--- src/rtl/tx_data_source.sv ---
// Payload bit source for the TX sequencer: 16-byte buffer shifted out MSB first on dataclk rises.
// Optional sticky dataclk-misuse flag enabled by defining TXDATA_OVERRUN_EN.
module tx_data_source (
    input  logic       oscclk,
    input  logic       reset_n,
    input  logic       wr_en,
    input  logic [3:0] wr_addr,
    input  logic [7:0] wr_data,
    input  logic [7:0] bitcount,
    input  logic       arm,
    input  logic       abort,
    input  logic       dataclk,
    output logic       databitsrc,
    output logic       datadone,
    output logic       busy
`ifdef TXDATA_OVERRUN_EN
    ,
    output logic       overrun
`endif
);

    typedef enum logic [1:0] {IDLE, ARMED, SEND, DONE} state_t;

    state_t     state;
    state_t     state_nxt;
    logic [7:0] mem [16];
    logic [6:0] ptr;
    logic [7:0] len;
    logic       dclk_sync_p0;
    logic       dclk_sync_p1;
    logic       dclk_prev_p2;
    logic       rise;
    logic       last;
    logic       start;

    function automatic logic [7:0] clamp_len(input logic [7:0] bc);
        return (bc > 8'd128) ? 8'd128 : bc;
    endfunction

    // Stage p0/p1: two-flop synchronizer; p2 holds the previous synchronized level for edge detect
    always_ff @(posedge oscclk or negedge reset_n) begin
        if (!reset_n) begin
            dclk_sync_p0 <= 1'b0;
            dclk_sync_p1 <= 1'b0;
            dclk_prev_p2 <= 1'b0;
        end else begin
            dclk_sync_p0 <= dataclk;
            dclk_sync_p1 <= dclk_sync_p0;
            dclk_prev_p2 <= dclk_sync_p1;
        end
    end

    assign rise  = dclk_sync_p1 & ~dclk_prev_p2;
    assign last  = ({1'b0, ptr} == (len - 8'd1));
    assign start = arm & ~abort & (bitcount != 8'd0) & ((state == IDLE) | (state == DONE));

    always_ff @(posedge oscclk or negedge reset_n) begin
        if (!reset_n) state <= IDLE;
        else          state <= state_nxt;
    end

    always_comb begin
        state_nxt = state;
        if (abort) begin
            state_nxt = IDLE;
        end else begin
            case (state)
                IDLE:    if (start)         state_nxt = ARMED;
                ARMED:   if (rise)          state_nxt = SEND;
                SEND:    if (rise && last)  state_nxt = DONE;
                DONE:    if (start)         state_nxt = ARMED;
                default:                    state_nxt = IDLE;
            endcase
        end
    end

    // The ARMED-state rise is the sequencer setup edge, so ptr only advances from SEND
    always_ff @(posedge oscclk or negedge reset_n) begin
        if (!reset_n) begin
            ptr <= 7'd0;
            len <= 8'd0;
        end else if (abort) begin
            ptr <= 7'd0;
        end else if (start) begin
            ptr <= 7'd0;
            len <= clamp_len(bitcount);
        end else if ((state == SEND) && rise && !last) begin
            ptr <= ptr + 7'd1;
        end
    end

    always_ff @(posedge oscclk) begin
        if (wr_en && (state == IDLE)) mem[wr_addr] <= wr_data;
    end

    always_comb begin
        busy       = (state != IDLE);
        datadone   = ((state == SEND) && last) || (state == DONE);
        databitsrc = 1'b0;
        if (state != IDLE) databitsrc = mem[ptr[6:3]][3'd7 - ptr[2:0]];
    end

`ifdef TXDATA_OVERRUN_EN
    // arm wins over a coincident rise so a fresh reply always starts with a clean flag
    always_ff @(posedge oscclk or negedge reset_n) begin
        if (!reset_n)                                       overrun <= 1'b0;
        else if (arm)                                       overrun <= 1'b0;
        else if (rise && ((state == IDLE) || (state == DONE))) overrun <= 1'b1;
    end
`endif

endmodule

--- config.mk ---
export PLATFORM = sky130hd
export DESIGN_NAME = tx_data_source
export DESIGN_NICKNAME = d
export VERILOG_FILES = /design/src/rtl/tx_data_source.sv
export SDC_FILE = /design/constraint.sdc
export NUM_CORES = 1
export LEC_CHECK = 0
export CAP_MARGIN = 0
export CORE_MARGIN = 2
export CORE_UTILIZATION = 60
export CTS_CLUSTER_SIZE = 10
export DETAILED_ROUTE_END_ITERATION = 8
export PLACE_DENSITY = 0.8
export SLEW_MARGIN = 25
export SYNTH_ARGS = -nofsm -noshare
export SYNTH_HDL_FRONTEND = slang
export SYNTH_SLANG_ARGS = --single-unit
--- constraint.sdc ---
create_clock -name oscclk -period 3.8 [get_ports oscclk]
set_input_delay 1.14 -clock oscclk [delete_from_list [all_inputs] [get_ports oscclk]]
set_output_delay 1.14 -clock oscclk [all_outputs]
set_load 0.02 [all_outputs]
# [After elaboration in Yosys (flattened, before gate mapping)]
# Memories as Yosys holds them, arrays and structs flattened.
# Index checks and enable logic that the tools add are counted.
[word_totals] memories=1 input_bits=26 register_bits=20 ram_bits=128 rom_bits=0 elab_cells=54 latchBits=0 output_inout_bits=3
[op_classes] magnitude_cmp=2 n_mux=14 div_mod_pow=0 add_sub_neg=3 multipliers=0 n_eq_ne=7 bitwise=7 n_reduce_logical=14 shift=0
[memory_table] memory="mem" depth=16 word_bits=8 rd=1 rd_ports_with_merged_regs=0 write_ports=1 line_no="26" text="logic [7:0] mem [16];"
[op_table] operator="2-to-1 mux 7 bit" n=3
[op_table] operator="equality test 7 x 8 -> 1 bit" n=1
[op_table] operator="> comparator 8 bit (second input constant)" n=1
[op_table] operator="2-to-1 mux 2 bit" n=4
[op_table] operator="2-to-1 mux 8 bit" n=1
[op_table] operator="nonzero test 8 bit" n=1
[op_table] operator="subtractor 8 x 1 -> 8 bit (second input constant)" n=1
[op_table] operator="adder 7 x 1 -> 7 bit (second input constant)" n=1
[op_table] operator="inequality test 3 bit (second input constant)" n=2
[op_table] operator="case mux 2 bit (3 select lines)" n=1
[op_table] operator="logical AND 1 bit" n=5
[op_table] operator="bitwise AND 1 bit" n=4
[op_table] operator="equality test 2 bit (second input constant)" n=2
[op_table] operator="less-than comparator 3 x 4 -> 1 bit (second input constant)" n=1
[op_table] operator="2-to-1 mux 1 bit" n=4
[op_table] operator="binary-select mux 1 bit (select 3 bit)" n=1
[op_table] operator="inequality test 3 x 1 -> 1 bit (second input constant)" n=1
[op_table] operator="AND reduction 3 bit" n=1
[op_table] operator="nonzero test 3 bit" n=1
[op_table] operator="subtractor 3 bit (first input constant)" n=1
[op_table] operator="equality test 2 x 1 -> 1 bit (second input constant)" n=1
[op_table] operator="zero test 2 bit" n=1
[op_table] operator="inverter 1 bit" n=2
[op_table] operator="AND reduction 2 bit" n=1
[op_table] operator="5 further kinds" n=5

# [Logic depth before layout (Yosys ltp)]
# Gate-level depths: netlist of run 1.
[logic_depth] word_depth=7 ltp_mapped=9 ltp_nobuf=8

# [Least setup slack after synthesis of run 1]
# OpenSTA, ideal clock, no wires.
[synth_path] kind="register to output" startpoint="register len[0]" endpoint="output port datadone" t_arrival_ns=2.050 path_stages_with_launch=8 path_slack_ns=0.610 cell_sequence="dfrtp_1 > inv_1 > ha_1 > nand2b_1 > a311o_2 > a2111oi_4 > buf_4 > a21o_1"
[synth_via] elab_chain_len=4
[synth_lines] element="start, declared" line_no="28" text="logic [7:0] len;"
[synth_lines] element="start signal, assigned" line_no="86" text="len <= clamp_len(bitcount);"
[synth_lines] element="subtractor 8 x 1 -> 8 bit" line_no="54" text="assign last = ({1'b0, ptr} == (len - 8'd1));"
[synth_lines] element="equality test 7 x 8 -> 1 bit" line_no="54"
[synth_lines] element="logical AND 1 bit" line_no="98" text="datadone = ((state == SEND) && last) || (state == DONE);"
[synth_lines] element="logical OR 1 bit" line_no="98"
[synth_lines] element="end, declared" line_no="14" text="output logic datadone,"
# No other way between the ends.

# [Worst setup path in the final report of run 1]
[layout_path] startpoint="register ptr[3]" endpoint="output port databitsrc"
[layout_via] elab_chain_len=4
[layout_lines] element="start, declared" line_no="27" text="logic [6:0] ptr;"
[layout_lines] element="start signal, assigned" line_no="88" text="ptr <= ptr + 7'd1;"
[layout_lines] element="memory read (16 x 8 bit)"
[layout_lines] element="binary-select mux 1 bit (select 3 bit)" line_no="100" text="if (state != IDLE) databitsrc = mem[ptr[6:3]][3'd7 - ptr[2:0]];"
[layout_lines] element="2-to-1 mux 1 bit (not written as such)" line_no="100"
[layout_lines] element="2-to-1 mux 1 bit" line_no="100"
[layout_lines] element="end, declared" line_no="13" text="output logic databitsrc,"
# No other way between the ends. The select of a mux whose other input is x is not followed.

==> results of run 1 <==
-- how the worst max path moves through the flow --
| stage | start | to | slack [ns] | cells past startpoint |
|---|---|---|---|---|
| 2_1_floorplan | len[0]$_DFFE_PN0P_ | datadone | 0.61 | 7 |
| 3_3_place_gp | ptr[4]$_DFFE_PN0P_ | databitsrc | 0.14 | 8 |
| 3_5_place_dp | ptr[3]$_DFFE_PN0P_ | databitsrc | 0.11 | 8 |
| 4_1_cts | ptr[4]$_DFFE_PN0P_ | databitsrc | -0.002 | 8 |
| 5_1_grt | ptr[3]$_DFFE_PN0P_ | databitsrc | -0.13 | 9 |
| 6_report | ptr[3]$_DFFE_PN0P_ | databitsrc | 0.002 | 9 |
-- metal layers --
layer / up-vias / share of wire
li1: 1732 / -
met1: 1915 / 0.40
met4: 0 / 0.019
met2: 180 / 0.51
met5: - / 0
met3: 20 / 0.075
-- cells by family (layout without fill, tap and decap cells) --
| group | after synthesis | after routing | share of synthesized area |
|---|---|---|---|
| DFF | 148 | 148 | 0.673 |
| and+or+nand+nor | 111 | 111 | 0.0923 |
| AOI/OAI and AO/OA | 55 | 55 | 0.0622 |
| muxes | 50 | 50 | 0.126 |
| buffers and inverters | 32 | 106 | 0.0235 |
| adders and majority gates | 7 | 7 | 0.0136 |
| xor gates and xnor gates | 7 | 7 | 0.00950 |
-- what timing repair did --
action / in CTS / in global routing
gates resized for setup: 19 / 8
pin swaps: 9 / 5
setup endpoints to repair: 2 / 2
cloned: 1 / 0
buffers inserted: 5 / 2
-- cells in the final DEF (no fill, tap or decap), types with 5 or more instances in the layout --
cell,Yosys,layout
sky130_fd_sc_hd__nand2b_1,17,17
sky130_fd_sc_hd__o21ai_0,10,9
sky130_fd_sc_hd__ha_1,7,6
sky130_fd_sc_hd__mux2i_1,21,19
sky130_fd_sc_hd__clkdlybuf4s50_1,0,25
sky130_fd_sc_hd__buf_4,6,27
sky130_fd_sc_hd__inv_1,10,10
sky130_fd_sc_hd__o22ai_1,5,5
sky130_fd_sc_hd__nand2_1,17,17
sky130_fd_sc_hd__dfrtp_1,20,18
sky130_fd_sc_hd__clkbuf_16,0,16
sky130_fd_sc_hd__nor3_1,12,12
sky130_fd_sc_hd__edfxtp_1,128,128
sky130_fd_sc_hd__a21oi_1,11,11
sky130_fd_sc_hd__or4_1,6,6
sky130_fd_sc_hd__buf_12,0,5
sky130_fd_sc_hd__nor2_1,29,29
sky130_fd_sc_hd__mux4_2,24,24
-- power groups by stage --
stage               Sequential (mW)  Combinational [mW]  Clock (mW)
finish                         1.93               0.724        1.49
global route                   1.94               0.789        1.59
CTS                            1.93               0.694        1.52
detailed placement             1.96               0.661           0
global placement               1.96               0.638           0
floorplan                      1.94               0.458           0
-- final cells by class --
class	instances	area, um2
clock inverters	13	110
flip-flops and latches	148	4350
fillers	608	2640
multi-input cells	230	2010
clock buffers	19	422
inverters	11	41.3
repair buffers	63	629
well taps	136	170
-- stage by stage --
stage,instances,setup TNS (ns),util,hold WS [ns],power [mW]
final,620,0,0.746,0.364,4.15
after global routing,620,-0.131,0.746,0.372,4.32
after CTS,618,-0.00213,0.743,0.363,4.14
after detailed placement,580,0,0.680,0.353,2.62
after global placement,580,0,0.680,0.341,2.59
after floorplan,410,0,-,0.331,2.40
-- sequential cells by signal, summed over array words and instances, names as in the netlist --
signal	flops
mem	128
len	8
ptr	7
state	2
dclk_prev_p2	1
dclk_sync_p0	1
dclk_sync_p1	1
-- worst max-delay path: stages, from the launching register on --
cell and delay, ns:
sky130_fd_sc_hd__dfrtp_2 0.48, sky130_fd_sc_hd__buf_12 0.17, sky130_fd_sc_hd__buf_12 0.13, sky130_fd_sc_hd__buf_4 0.13, sky130_fd_sc_hd__mux4_2 0.32, sky130_fd_sc_hd__nand2_1 0.07
sky130_fd_sc_hd__a311oi_1 0.34, sky130_fd_sc_hd__o2111ai_1 0.16, sky130_fd_sc_hd__o31ai_2 0.13, sky130_fd_sc_hd__buf_4 0.21
==> results.rst, run 1 <==
.. list-table::
   :header-rows: 1

   * - Metric
     - Value
   * - Worst slack at placement
     - around 0.11 ns
   * - Setup CP Type
     - flip-flop to primary output
   * - Async set-or-reset flop fraction in the synthesized netlist
     - 0.135
   * - Post-detailed-route wirelength per cell
     - around 22 um
   * - Std-Cell Core Area
     - roughly 0.010 mm2
   * - Met2 Use GR
     - 0.416
   * - Post-route DRC
     - 0
   * - Largest fanout of any net on the critical path
     - 5
   * - Vertical extent of the die
     - 108 um
   * - Row count
     - 37
   * - Via count of the first global-routing pass
     - around 3800
   * - Hold violation total from the final report
     - 0
   * - Cells taking the most area after synthesis
     - sky130_fd_sc_hd__edfxtp_1 60%, sky130_fd_sc_hd__mux4_2 8.4%, sky130_fd_sc_hd__dfrtp_1 7.8%
   * - Relative contribution of combinational cells to total power
     - 0.175
   * - Area of the die
     - roughly 0.012 mm2
   * - Met3 usage
     - 0.0642
   * - Area growth from synthesis to layout
     - 19.8%
   * - Antenna violations before repair
     - 0
   * - Reg2reg start
     - len[0]$_DFFE_PN0P_
   * - Worst Setup Slack, final
     - 0.00182 ns
   * - Num CTS Buffers
     - 17
   * - Fraction of power spent switching nets
     - 0.272
   * - Most used standard cells in the synthesized netlist
     - 128 x sky130_fd_sc_hd__edfxtp_1, 29 x sky130_fd_sc_hd__nor2_1, 24 x sky130_fd_sc_hd__mux4_2
   * - Maximum number of pins on one net before global-route repair
     - 27
   * - Number of setup violations in the final report
     - 0
   * - Total number of nets in the final design
     - 504
   * - Net Count, Synth
     - between 400 and 500
   * - Post-layout minimum cycle time
     - approximately 3.8 ns
   * - Portion of the post-synthesis area used by sequential elements
     - 0.673
   * - Global Route met1 Usage
     - 0.357
   * - RSZ-0062 raised after global routing
     - yes
   * - Worst slew margin relative to its limit
     - 0.454
   * - LEAKAGE
     - ~2.6 nW
   * - Post-synthesis cell count
     - 410
   * - Worst reg2reg setup slack
     - 1.39 ns
   * - Most common flop cell mapped by yosys
     - sky130_fd_sc_hd__edfxtp_1
   * - Classification of the worst-slack hold path
     - flip-flop to flip-flop
   * - Buffers on Ports
     - 28
   * - CTS clock-pin slew for the worst setup and hold paths
     - approximately 0.06 ns
   * - DRT iter0 DRCs
     - between 300 and 400
   * - Number of levels the H-tree was split into
     - 4
   * - Hold path start
     - dclk_sync_p0$_DFF_PN0_
   * - Ratio of cells with drive above 1 in the final layout
     - 0.240
   * - Number of clock sinks
     - ~150
   * - Power density over cell area
     - approximately 540 mW/mm2
   * - Crit start category
     - flip-flop
   * - Mapped cell area
     - 0.00645 mm2
   * - Sort of element at the end of the critical path
     - primary output
   * - Max Clock Freq
     - between 200 and 300 MHz
   * - Clk_skew
     - between 0.007 and 0.008 ns
   * - Mapped Avg Cell Area
     - around 16 um2
   * - Arrival time at the worst endpoint
     - ~2.7 ns
   * - Seq pwr share
     - 0.465
   * - Share of the synthesized area in the top cell type
     - 0.596
   * - Maximum vdd ir drop
     - between 0.3 and 0.4 mV
   * - Detail Placement HPWL
     - 8940 um
   * - Gr ovfl total
     - 0
   * - Status
     - completed
   * - Final WL
     - between 10000 and 15000 um
   * - Global-route wire length before repair
     - 21600 um
   * - Int Pwr
     - 3.02 mW
   * - Number of hold-repair buffers added at the cts stage
     - 0
   * - Count of distinct cell types in the synthesized netlist
     - just over 50
   * - Switch Pwr
     - about 1.1 mW
   * - Number of maximum-capacitance constraint violations
     - 0
   * - Number of ports placed on the die boundary
     - 29
   * - Post-placement cell area
     - about 0.007 mm2
   * - Width of the die
     - 108 um
   * - Number of detailed-routing iterations run before antenna repair
     - 5
   * - Antenna diode instance count
     - 0
   * - Hold depth
     - 0
   * - Worst Tran Pin Value
     - between 0.8 and 0.9 ns
   * - Buffer levels on the longest clock path
     - 2
   * - CTS tree
     - done
   * - Total routing usage reported by global routing
     - 0.261
   * - Final-report max-slew violation count
     - 0
   * - Post-layout instance area
     - between 0.007 and 0.008 mm2
   * - Register bit count reported by yosys
     - 148
   * - Largest area contributor in the netlist
     - sky130_fd_sc_hd__edfxtp_1
   * - Starting density of the core
     - 0.622
   * - Endpoint of the lowest-slack register-to-register path
     - ptr[6]$_DFFE_PN0P_
   * - Vias per cell
     - ~6.2
   * - Root Driver
     - sky130_fd_sc_hd__clkbuf_8
   * - Count of flip-flops with a built-in enable after synthesis
     - roughly 130
   * - Clk pwr share
     - 0.360
   * - Reg2Reg Depth
     - 9
   * - Layer with the highest usage after global routing
     - met2
   * - Number of warnings reported in the yosys synthesis log
     - 0
   * - RD Place Congestion
     - around 0.86
   * - Most numerous cell in the Yosys netlist
     - sky130_fd_sc_hd__edfxtp_1
   * - Share of the cycle needed by the critical path after routing
     - 1.00
   * - Post-DRT Antenna Nets
     - 0
   * - Required time of the worst setup path
     - 2.66 ns
   * - Worst Hold Endpoint
     - dclk_sync_p1$_DFF_PN0_
   * - Total vias in the final route
     - 3847
   * - Skew-Pair Late Insertion Delay
     - between 0.5 and 0.6 ns
Note: power is estimated with default switching activity, not from simulation.
==> inputs of run 2 (changes only) <==
==> constraint.sdc (replaced) <==
create_clock -name oscclk -period 3.8 [get_ports oscclk]
set_input_delay 0.38 -clock oscclk [delete_from_list [all_inputs] [get_ports oscclk]]
set_output_delay 0.38 -clock oscclk [all_outputs]
set_load 0.02 [all_outputs]
==> results.rst, run 2 (synthesis results as in run 1) <==
.. list-table::
   :header-rows: 1

   * - Metric
     - Value
   * - Detail Placement HPWL
     - 8580 um (-4.0%)
   * - Hold violation total from the final report
     - 0 (unchanged)
   * - Multi-input gate area
     - 0.00196 mm2 (-2.7%)
   * - Ratio of cells with drive above 1 in the final layout
     - 0.183 (-0.0563)
   * - CTS clock-pin slew for the worst setup and hold paths
     - 0.06 ns (about the same)
   * - Total routing usage reported by global routing
     - 0.248 (-0.0135)
   * - Gr ovfl total
     - 0 (unchanged)
   * - Total number of nets in the final design
     - 489 (-3.0%)
   * - Worst Setup Slack, final
     - 0.362 ns (+0.360 ns)
   * - Row count
     - 37 (unchanged)
   * - CTS tree
     - done
   * - Number of detailed-routing iterations run before antenna repair
     - 4 (-1)
   * - Number of standard cells in the layout, taps in and fillers out
     - 605 (-2.4%)
   * - Root Driver
     - sky130_fd_sc_hd__clkbuf_8
   * - Int Pwr
     - 3.16 mW (+4.6%)
   * - Crit start category
     - flip-flop
   * - Post-placement cell area
     - 0.00689 mm2 (-2.2%)
   * - Buffers on Ports
     - 28 (unchanged)
   * - Flip-flop count of the largest register, all copies and words added
     - 128 (unchanged)
   * - Post-layout instance area
     - 0.00754 mm2 (-2.5%)
   * - LEAKAGE
     - 2.50 nW (-2.5%)
   * - Largest regs
     - mem (128), len (8), ptr (7)
   * - Number of ports placed on the die boundary
     - 29 (unchanged)
   * - Required time of the worst setup path
     - 3.42 ns (+0.76 ns)
   * - RD Place Congestion
     - 0.824 (-4.3%)
   * - Number of maximum-capacitance constraint violations
     - 0 (unchanged)
   * - Sort of element at the end of the critical path
     - primary output
   * - Starting density of the core
     - 0.622 (unchanged)
   * - Total Negative Setup Slacks
     - 0 ns (unchanged)
   * - Std-Cell Core Area
     - 0.0104 mm2 (unchanged)
   * - Post-detailed-route wirelength per cell
     - 21.6 um (-2.2%)
   * - Maximum number of pins on one net before global-route repair
     - 21 (-22%)
   * - Switch Pwr
     - 1.06 mW (-5.8%)
   * - Number of levels the H-tree was split into
     - 4 (unchanged)
   * - Antenna violations before repair
     - 0 (unchanged)
   * - Seq pwr share
     - 0.459 (-0.006)
   * - Worst slew margin relative to its limit
     - 0.422 (-0.0315)
   * - Max Clock Freq
     - 291 MHz (+10%)
   * - Num CTS Buffers
     - 17 (unchanged)
   * - Post-DRT Antenna Nets
     - 0 (unchanged)
   * - Commonest non-fill, non-tap cell in the layout
     - sky130_fd_sc_hd__edfxtp_1
   * - Worst slack at placement
     - 0.312 ns (+0.202 ns)
   * - Buffer levels on the longest clock path
     - 2 (unchanged)
   * - Setup CP Type
     - flip-flop to primary output
   * - Largest fanout of any net on the critical path
     - 16 (+11)
   * - Post-route DRC
     - 0 (unchanged)
   * - Via count of the first global-routing pass
     - 3877 (+2.1%)
   * - RSZ-0062 raised after global routing
     - no
   * - Maximum vdd ir drop
     - 0.519 mV (+37%)
   * - Sequential cell area
     - 0.00435 mm2 (+0.12%)
   * - Worst Tran Pin Value
     - 0.863 ns (+0.0470 ns)
   * - Skew-Pair Late Insertion Delay
     - 0.53 ns (about the same)
   * - Final WL
     - 13100 um (-4.6%)
   * - Number of setup violations in the final report
     - 0 (unchanged)
   * - Antenna diode instance count
     - 0 (unchanged)
   * - Clk pwr share
     - 0.391 (+0.031)
   * - Width of the die
     - 108 um (unchanged)
   * - Worst hold slack
     - 0.320 ns (-0.0434 ns)
   * - Clk_skew
     - 0.00688 ns (-0.000151 ns)
   * - Share of the cycle needed by the critical path after routing
     - 0.905 (-0.0948)
   * - Total vias in the final route
     - 3745 (-2.7%)
   * - Power density over cell area
     - 560 mW/mm2 (+4.4%)
   * - Vertical extent of the die
     - 108 um (unchanged)
   * - Global-route wire length before repair
     - 20600 um (-4.5%)
   * - Classification of the worst-slack hold path
     - primary input to flip-flop
   * - Status
     - completed
   * - Area growth from synthesis to layout
     - 16.8%
   * - Biggest register
     - mem
   * - DRT iter0 DRCs
     - 370 (-4.1%)
   * - Most used cells in the layout excluding fill and tap cells
     - 128 x sky130_fd_sc_hd__edfxtp_1, 29 x sky130_fd_sc_hd__nor2_1, 26 x sky130_fd_sc_hd__clkdlybuf4s50_1
   * - Area of the die
     - 0.0116 mm2 (unchanged)
   * - Filler instances
     - 656 (+7.9%)
   * - Fraction of power spent switching nets
     - 0.252 (-0.0202)
   * - Placed cells
     - 566 (-2.4%)
   * - Arrival time at the worst endpoint
     - 3.06 ns (+0.40 ns)
   * - Final-report max-slew violation count
     - 0 (unchanged)
   * - Vias per cell
     - 6.19 (-0.24%)
   * - Relative contribution of combinational cells to total power
     - 0.150 (-0.025)
   * - Number of clock sinks
     - 148 (unchanged)
   * - Post-layout minimum cycle time
     - 3.44 ns (-0.360 ns)
-- run 2: critical path: stages, from the launching register on --
cell and delay (ns):
sky130_fd_sc_hd__dfrtp_4 0.58, sky130_fd_sc_hd__buf_4 0.25, sky130_fd_sc_hd__xor2_1 0.21, sky130_fd_sc_hd__nand4_1 0.25
sky130_fd_sc_hd__a2111oi_4 0.46, sky130_fd_sc_hd__a21o_1 0.17, sky130_fd_sc_hd__clkdlybuf4s50_1 0.60
-- run 2: final timing paths --
check                                       startpoint                endpoint  slack [ns]  depth (start not counted)
max in group asynchronous                      reset_n      ptr[3]$_DFFE_PN0P_        3.09                          2
worst min register to register  dclk_sync_p0$_DFF_PN0_  dclk_sync_p1$_DFF_PN0_        0.35                          0
worst max-delay path                ptr[4]$_DFFE_PN0P_                datadone        0.36                          6
worst max register to register      ptr[4]$_DFFE_PN0P_      ptr[6]$_DFFE_PN0P_        1.25                          7
worst min-delay path                           dataclk  dclk_sync_p0$_DFF_PN0_        0.32                          1
min in group asynchronous                      reset_n  dclk_prev_p2$_DFF_PN0_        0.34                          2
-- run 2: per-stage QoR --
| step | total power [mW] | util |
|---|---|---|
| 5_1_grt | 4.39 | 0.727 |
| 2_1_floorplan | 2.40 | - |
| 3_5_place_dp | 2.60 | 0.665 |
| 4_1_cts | 4.25 | 0.721 |
| 6_report | 4.22 | 0.727 |
| 3_3_place_gp | 2.57 | 0.665 |
-- run 2: layer usage --
layer	vias to the layer above	GRT usage	wire, um
li1	1701	-	-
met1	1865	0.314	5140
met2	143	0.399	6550
met3	36	0.0702	938
met4	0	0.114	417
met5	-	0	0
-- run 2: power by group through the flow --
stage                     clock, mW  combinational [mW]  sequential, mW
after CTS                      1.67               0.634            1.94
final                          1.65               0.634            1.94
after floorplan                   0               0.458            1.94
after detailed placement          0               0.631            1.97
after global routing           1.74               0.708            1.95
after global placement            0               0.606            1.96
-- run 2: timing repair --
item	CTS	global route
hold endpoints to repair	0	20
hold buffers	0	1
gates cloned	0	0
buffers inserted	0	6
setup endpoints to repair	1	1
resized for setup	3	2
-- run 2: final cells by class --
cell class                      instances  area share
Clock buffer                           18      0.0555
Clock inverter                         14      0.0221
Inverter                               11     0.00548
Multi-Input combinational cell        230       0.260
Sequential cell                       148       0.577
Tap cell                              136      0.0226
Timing Repair Buffer                   48      0.0571
==> inputs of run 3 (changes only) <==
- TNS_END_PERCENT: not set -> 5
==> results of run 3 <==
The final DEF is identical to that of run 2; final timing and power are the same.
